==> config.mk <==
export PLATFORM = sky130hd
export DESIGN_NAME = mem_access
export DESIGN_NICKNAME = d
export VERILOG_FILES = /design/src/rtl/mem_access.sv
export SDC_FILE = /design/constraint.sdc
export NUM_CORES = 1
export LEC_CHECK = 0
export CAP_MARGIN = 20
export CORE_UTILIZATION = 40
export DETAILED_ROUTE_END_ITERATION = 8
export PLACE_DENSITY = 0.84
export RECOVER_POWER = 50
export SETUP_SLACK_MARGIN = 0.05
export SYNTH_ARGS = -nofsm -noshare
export SYNTH_HDL_FRONTEND = slang
export SYNTH_SLANG_ARGS = --single-unit
==> constraint.sdc <==
create_clock -name clk -period 2.2 [get_ports clk]
set_input_delay 0.44 -clock clk [delete_from_list [all_inputs] [get_ports clk]]
set_output_delay 0.44 -clock clk [all_outputs]
set_load 0.02 [all_outputs]
==> src/rtl/mem_access.sv <==
// MEM pipeline stage: passes non-memory ops straight through, and runs loads/stores
// through a stalling IDLE -> WAIT -> DONE handshake with the data memory.
module mem_access #(
   parameter int unsigned TIMEOUT = 255
) (
   input  logic        clk,
   input  logic        rst,
   input  logic        valid_i,
   input  logic [31:0] alu_result_i,
   input  logic [31:0] store_data_i,
   input  logic [4:0]  write_reg_addr_i,
   input  logic [7:0]  control_i,
   output logic        stall_o,
   output logic [31:0] result_o,
   output logic [4:0]  write_reg_addr_o,
   output logic [7:0]  control_o,
   output logic        err_o,
   output logic        dmem_req_o,
   output logic        dmem_we_o,
   output logic [31:0] dmem_addr_o,
   output logic [31:0] dmem_wdata_o,
   input  logic        dmem_ack_i,
   input  logic [31:0] dmem_rdata_i
);

   localparam int CW = (TIMEOUT < 2) ? 1 : $clog2(TIMEOUT + 1);

   typedef enum logic [1:0] {IDLE, WAIT, DONE} state_t;

   state_t        state_q, state_d;
   logic [CW-1:0] cnt_q, cnt_d;
   logic [31:0]   addr_q, addr_d;
   logic [31:0]   wdata_q, wdata_d;
   logic [31:0]   rdata_q, rdata_d;
   logic [4:0]    wra_q, wra_d;
   logic [7:0]    ctrl_q, ctrl_d;
   logic          err_q, err_d;

   logic mem_op, bad_op;

   assign mem_op = valid_i & (control_i[4] | control_i[5]);
   // Misaligned or simultaneous read+write never reaches the memory.
   assign bad_op = (|alu_result_i[1:0]) | (control_i[4] & control_i[5]);

   always_comb begin
      state_d          = state_q;
      cnt_d            = cnt_q;
      addr_d           = addr_q;
      wdata_d          = wdata_q;
      rdata_d          = rdata_q;
      wra_d            = wra_q;
      ctrl_d           = ctrl_q;
      err_d            = err_q;
      stall_o          = 1'b0;
      result_o         = alu_result_i;
      write_reg_addr_o = write_reg_addr_i;
      control_o        = valid_i ? control_i : 8'h00;
      err_o            = 1'b0;
      dmem_req_o       = 1'b0;
      dmem_we_o        = 1'b0;
      dmem_addr_o      = 32'h0;
      dmem_wdata_o     = 32'h0;

      case (state_q)
         IDLE: begin
            if (mem_op) begin
               stall_o   = 1'b1;
               control_o = 8'h00;
               addr_d    = alu_result_i;
               wdata_d   = store_data_i;
               wra_d     = write_reg_addr_i;
               ctrl_d    = control_i;
               cnt_d     = '0;
               err_d     = bad_op;
               state_d   = bad_op ? DONE : WAIT;
            end
         end
         WAIT: begin
            stall_o      = 1'b1;
            control_o    = 8'h00;
            dmem_req_o   = 1'b1;
            dmem_we_o    = ctrl_q[5];
            dmem_addr_o  = {addr_q[31:2], 2'b00};
            dmem_wdata_o = wdata_q;
            if (dmem_ack_i) begin
               rdata_d = dmem_rdata_i;
               state_d = DONE;
            end else begin
               cnt_d = cnt_q + 1'b1;
               if (cnt_d == CW'(TIMEOUT)) begin
                  err_d   = 1'b1;
                  state_d = DONE;
               end
            end
         end
         DONE: begin
            write_reg_addr_o = wra_q;
            result_o         = ctrl_q[2] ? addr_q : rdata_q;
            if (err_q) begin
               control_o = 8'h00;
               err_o     = 1'b1;
            end else begin
               control_o = ctrl_q;
            end
            err_d   = 1'b0;
            state_d = IDLE;
         end
         default: state_d = IDLE;
      endcase
   end

   always_ff @(posedge clk) begin
      if (rst) begin
         state_q <= IDLE;
         cnt_q   <= '0;
         addr_q  <= 32'h0;
         wdata_q <= 32'h0;
         rdata_q <= 32'h0;
         wra_q   <= 5'h0;
         ctrl_q  <= 8'h00;
         err_q   <= 1'b0;
      end else begin
         state_q <= state_d;
         cnt_q   <= cnt_d;
         addr_q  <= addr_d;
         wdata_q <= wdata_d;
         rdata_q <= rdata_d;
         wra_q   <= wra_d;
         ctrl_q  <= ctrl_d;
         err_q   <= err_d;
      end
   end

endmodule
# Word-level counts from Yosys, hierarchy flattened

Cells that the tools add are included.

Eq/ne operators: 7
Mux-type cells: 27
Add/subtract/negate cells: 1
Bitwise operators: 4
Reduce and logical (&&, ||, !) cells: 9

Operators with widths:

| cell                | number |
|---|---|
| $mux 32             | 4 |
| $mux 8              | 5 |
| $pmux 8 s3          | 1 |
| $pmux 8 s2          | 1 |
| $add 8x1->8 const B | 1 |
| $eq 8x8->1 const B  | 1 |
| $mux 1              | 8 |
| $mux 2              | 4 |
| $ne 2x2->1 const B  | 3 |
| $reduce_and 2->1    | 3 |
| $mux 5              | 1 |
| $pmux 2 s2          | 1 |
| $reduce_and 4->1    | 1 |
| $ne 3x3->1 const B  | 1 |
| $pmux 1 s3          | 1 |
| $reduce_and 3->1    | 1 |
| $reduce_bool 3->1   | 1 |
| $and 1x1->1         | 2 |
| $eq 2x1->1 const B  | 1 |
| $eq 2x2->1 const B  | 1 |
| $logic_not 2->1     | 1 |
| $or 1x1->1          | 2 |
| $pmux 1 s2          | 1 |
| $reduce_bool 2->1   | 1 |
| $reduce_or 2->1     | 1 |

Register bits: 120
Logic and storage cells: 56
Output and inout port bits: 113

# Logic depth before layout (Yosys ltp)

Depth in word-level cells: 5
Gate-level depth with buffers: 9
Gate-level depth less buffers: 7

# Worst setup path after synthesis

No wires, ideal clock.

Path type: register to output
Start: register state_q[0]
End: output result_o[11]
Arrival: 1.578 ns
Buffers on the path: 3
Cell stages (with the launch flop): 7
Setup slack: 0.182 ns
Data required time: 1.760 ns
Path through: dfxtp_1 -> inv_1 -> ha_1 -> clkbuf_1 -> buf_1 -> buf_1 -> a21oi_1

Longest elaborated chain between the ends: 2

RTL lines:

| what                   | RTL line | RTL |
|---|---|---|
| start, declared        | 30       | `state_t state_q, state_d;` |
| start signal, assigned | 123      | `state_q <= state_d;` |
| $eq 2x2->1             | 64       | `case (state_q)` |
| $mux 32                | 64       |  |
| end, declared          | 14       | `output logic [31:0] result_o,` |

No other way between the ends.

# Final worst setup path

Start: register state_q[1]
End: output control_o[2]

Longest elaborated chain between the ends: 2

RTL lines:

| what                               | RTL line | RTL |
|---|---|---|
| $eq 2x2->1 (tied with other cells) | 64       |  |
| $pmux 8 s3 (*)                     | 64       |  |
| end, declared                      | 16       | `output logic [7:0] control_o,` |

Every way passes the cells marked *; elsewhere a longest branch is shown, timed or not.

==> results.py <==
metrics = {
    "setup_path": {
        "path_cells": "inv_2, ha_2, inv_2, nor2_2, o21a_1, buf_12, a22o_1, buf_6",
        "endpoint": "control_o[2]",
        "cp-startpoint": "state_q[1]",
        "rr_worst_depth": 7,
        "path_max_fanout": 6,
        "startpoint_type": "flop",
        "r2r_slack_ns": 0.05,
        "worstReg2RegStart": "state_q[1]",
        "slowest_stage": "dfxtp_4",
        "critical_path_class": "reg2out",
        "crit_arrival_ns": 1.79,
        "cp_common_cell": "inv_2",
        "cpPeakStageDelay_ns": 0.37,
        "reg2reg_to": "wra_q[3]",
        "cp.required_ns": 1.76,
        "end_kind": "output port",
    },
    "die": {
        "ios": 226,
        "die_x_um": 122,
        "core-area_mm2": 0.0140,
        "dieHeight_um": 122,
        "die_area_mm2": 0.0150,
        "row_count": 43,
        "start_util": 0.413,
    },
    "logic_synthesis": {
        "synthesis.area_mm2": 0.00580,
        "ys_warn_count": 0,
        "ys_types": 51,
        "synth_seq_area_share": 0.414,
        "synth_ff_type": "dfxtp_1",
        "ys_ff_latch": 120,
        "synthCells": 767,
        "synth_edf_count": 0,
        "postSynthAreaPerCell_um2": 7.57,
        "async_reset_ff_frac": 0,
    },
    "global_routing": {
        "antenna_found_initial": 0,
        "grt_pass1_vias": 5850,
        "grt.overflow.total": 0,
        "grt_pass1_wl_mm": 29.1,
        "grt_start_max_net_pins": 76,
        "track_usage": 0.252,
    },
    "clock_tree": {
        "cts_tree": "yes",
        "clock_sinks": 120,
        "cts_root_buf": "clkbuf_16",
        "cts_hold_buf": 0,
        "clock_path_buffers": 2,
        "path_clk_slew_ns": 0.05,
        "cts_buffers": 17,
        "htree_levels": 4,
        "insertion_delay_ns": 0.43,
    },
    "timing": {
        "hold_ws_ns": 0.441,
        "worst_pin_slew_ns": 0.934,
        "finClkSkew_ns": 0.0111,
        "final.min_clock_period_ns": 2.23,
        "final-hold-violation-count": 0,
        "maxSlewHeadroom": 0.377,
        "period_share": 1.01,
        "rsz0062_at_grt": "yes",
        "setup_viol": 9,
        "fmax_mhz": 448,
        "fin_ws_ns": -0.0321,
        "drv_slew": 0,
    },
    "route": {
        "routed_wl_mm": 19.0,
        "vias": 6089,
        "ant_nets": 0,
        "drc_errors": 0,
        "firstDrtPassIters": 4,
        "routedWlPerCell_um": 16.0,
        "drt_iter0_drc": 385,
        "viasPerCell": 5.12,
    },
    "placement": {
        "gp_congestion": 0.848,
        "dp_slack_ns": -0.470,
        "io_buffer_count": 223,
        "dp_hpwl_mm": 12.1,
    },
    "status": {
        "violations": "setup timing",
        "status": "complete, but fails checks",
    },
    "power": {
        "switching_share": 0.278,
        "power_uw": 6520,
        "comb_power_share": 0.239,
        "leakage_uw": 0.00358,
        "p_sw_uw": 1810,
        "p_clk_frac": 0.399,
        "seq_power_share": 0.362,
        "vdd_ir_drop_max_v": 0.000564,
        "powerDensity_mw_per_mm2": 740,
        "power.internal_uw": 4710,
    },
    "finish": {
        "diodes": 0,
        "syn2layout_area_growth_pct": 51.8,
        "fill_cells": 1228,
        "drive_gt1_frac": 0.220,
        "num-nets-final": 1117,
    },
    "job": {
        "maxCapViolCount": 0,
    },
    "worst_hold_path": {
        "hold_class": "in2reg",
    },
}
-- registers in the layout, indices dropped and copies added, names as in the netlist --
signal / flops
state_q: 2
rdata_q: 32
wra_q: 5
cnt_q: 8
addr_q: 32
wdata_q: 32
err_q: 1
ctrl_q: 8
-- metrics by stage --
stage / instances / util / setup TNS (ns) / cell area [um^2]
after floorplan: 768 / - / 0 / 5810
after global placement: 1146 / 0.594 / -11.96 / 8340
after detailed placement: 1146 / 0.594 / -15.15 / 8340
after CTS: 1186 / 0.621 / -0.335 / 8730
after global routing: 1189 / 0.627 / -2.49 / 8810
final: 1189 / 0.627 / -0.166 / 8810
-- power by group through the flow --
stage	Clock [uW]	Sequential [uW]	Combinational [uW]
2_1_floorplan	0	2380	722
3_3_place_gp	0	2390	1390
3_5_place_dp	0	2400	1410
4_1_cts	2630	2360	1490
5_1_grt	2730	2370	1670
6_report	2600	2360	1560
-- area by class of cell --
type | instances | area [um^2] | share of cell area
clock inverters | 3 | 40.0 | 0.00454
well taps | 180 | 225 | 0.0256
inverters | 4 | 17.5 | 0.00199
clock buffers | 27 | 503 | 0.0571
repair buffers | 272 | 2450 | 0.278
flip-flops and latches | 120 | 2410 | 0.274
multi-input cells | 583 | 3160 | 0.359
-- per-layer routing --
layer,routed length [um],track usage
met5,0,0
met4,475,0.109
met3,1250,0.0757
met2,9490,0.429
met1,7760,0.292
-- layout by cell type, fill, tap and decap left out, types with 3 or more instances in the layout --
master	count
a21oi_1	146
buf_12	7
clkbuf_8	4
a22o_1	6
clkbuf_16	17
clkdlybuf4s15_2	9
clkbuf_4	4
a311oi_1	3
buf_16	3
buf_2	64
nand2_1	222
nor2_1	39
buf_6	21
mux2_4	5
nor3_1	3
a21oi_2	6
mux2i_1	32
o21ai_1	3
buf_4	49
nor2_2	4
dfxtp_1	117
nand3_1	4
and2_1	65
clkdlybuf4s50_1	110
clkbuf_1	6
ha_1	3
-- kinds of logic after synthesis --
| logic type | synth area share |
|---|---|
| and+or+nand+nor | 0.270 |
| muxes | 0.0649 |
| buffers and inverters | 0.0543 |
| DFF | 0.414 |
| xor gates and xnor gates | 0.00302 |
| AOI/OAI and AO/OA | 0.180 |
| adders and majority gates | 0.0129 |
| other | 0.000646 |
-- synthesized netlist by cell type (3+ instances only) --
cell	number	area [um^2]
mux2i_1	32	320
nand2_1	222	833
nor2_1	43	161
ha_1	6	75.1
a21oi_1	151	756
nor3_1	3	15.0
buf_2	17	85.1
o21ai_1	4	20.0
clkbuf_1	32	120
buf_1	5	18.8
buf_6	3	33.8
a22o_1	6	52.6
inv_1	4	15.0
a311oi_1	3	26.3
and2_1	66	413
mux2_2	5	56.3
dfxtp_1	120	2400
nand3_1	4	20.0
-- worst min-delay path by stage --
stage | startpoint | endpoint | slack (ns) | cells after the start
5_1_grt | rst | ctrl_q[4] | 0.45 | 2
6_report | rst | wdata_q[20] | 0.44 | 2
3_5_place_dp | wdata_q[26] | wdata_q[26] | 0.44 | 2
3_3_place_gp | wdata_q[25] | wdata_q[25] | 0.44 | 2
4_1_cts | rst | cnt_q[0] | 0.43 | 2
2_1_floorplan | wdata_q[0] | wdata_q[0] | 0.43 | 2
-- repair_timing --
action / CTS / global route
pin swaps: 4 / 5
setup endpoints to repair: 111 / 62
gates resized for setup: 490 / 36
setup buffers: 6 / 4
gates cloned: 4 / 0
-- worst max-delay path, delay by kind of cell, from the launching register on --
kind / cells / cell delay [ns]
AO/OA/AOI/OAI: 2 / 0.39
buffers and inverters: 4 / 0.38
flip-flops: 1 / 0.37
adder cells (fa/ha/maj): 1 / 0.17
AND/OR/NAND/NOR: 1 / 0.05
Power figures use the tool's default switching activity.
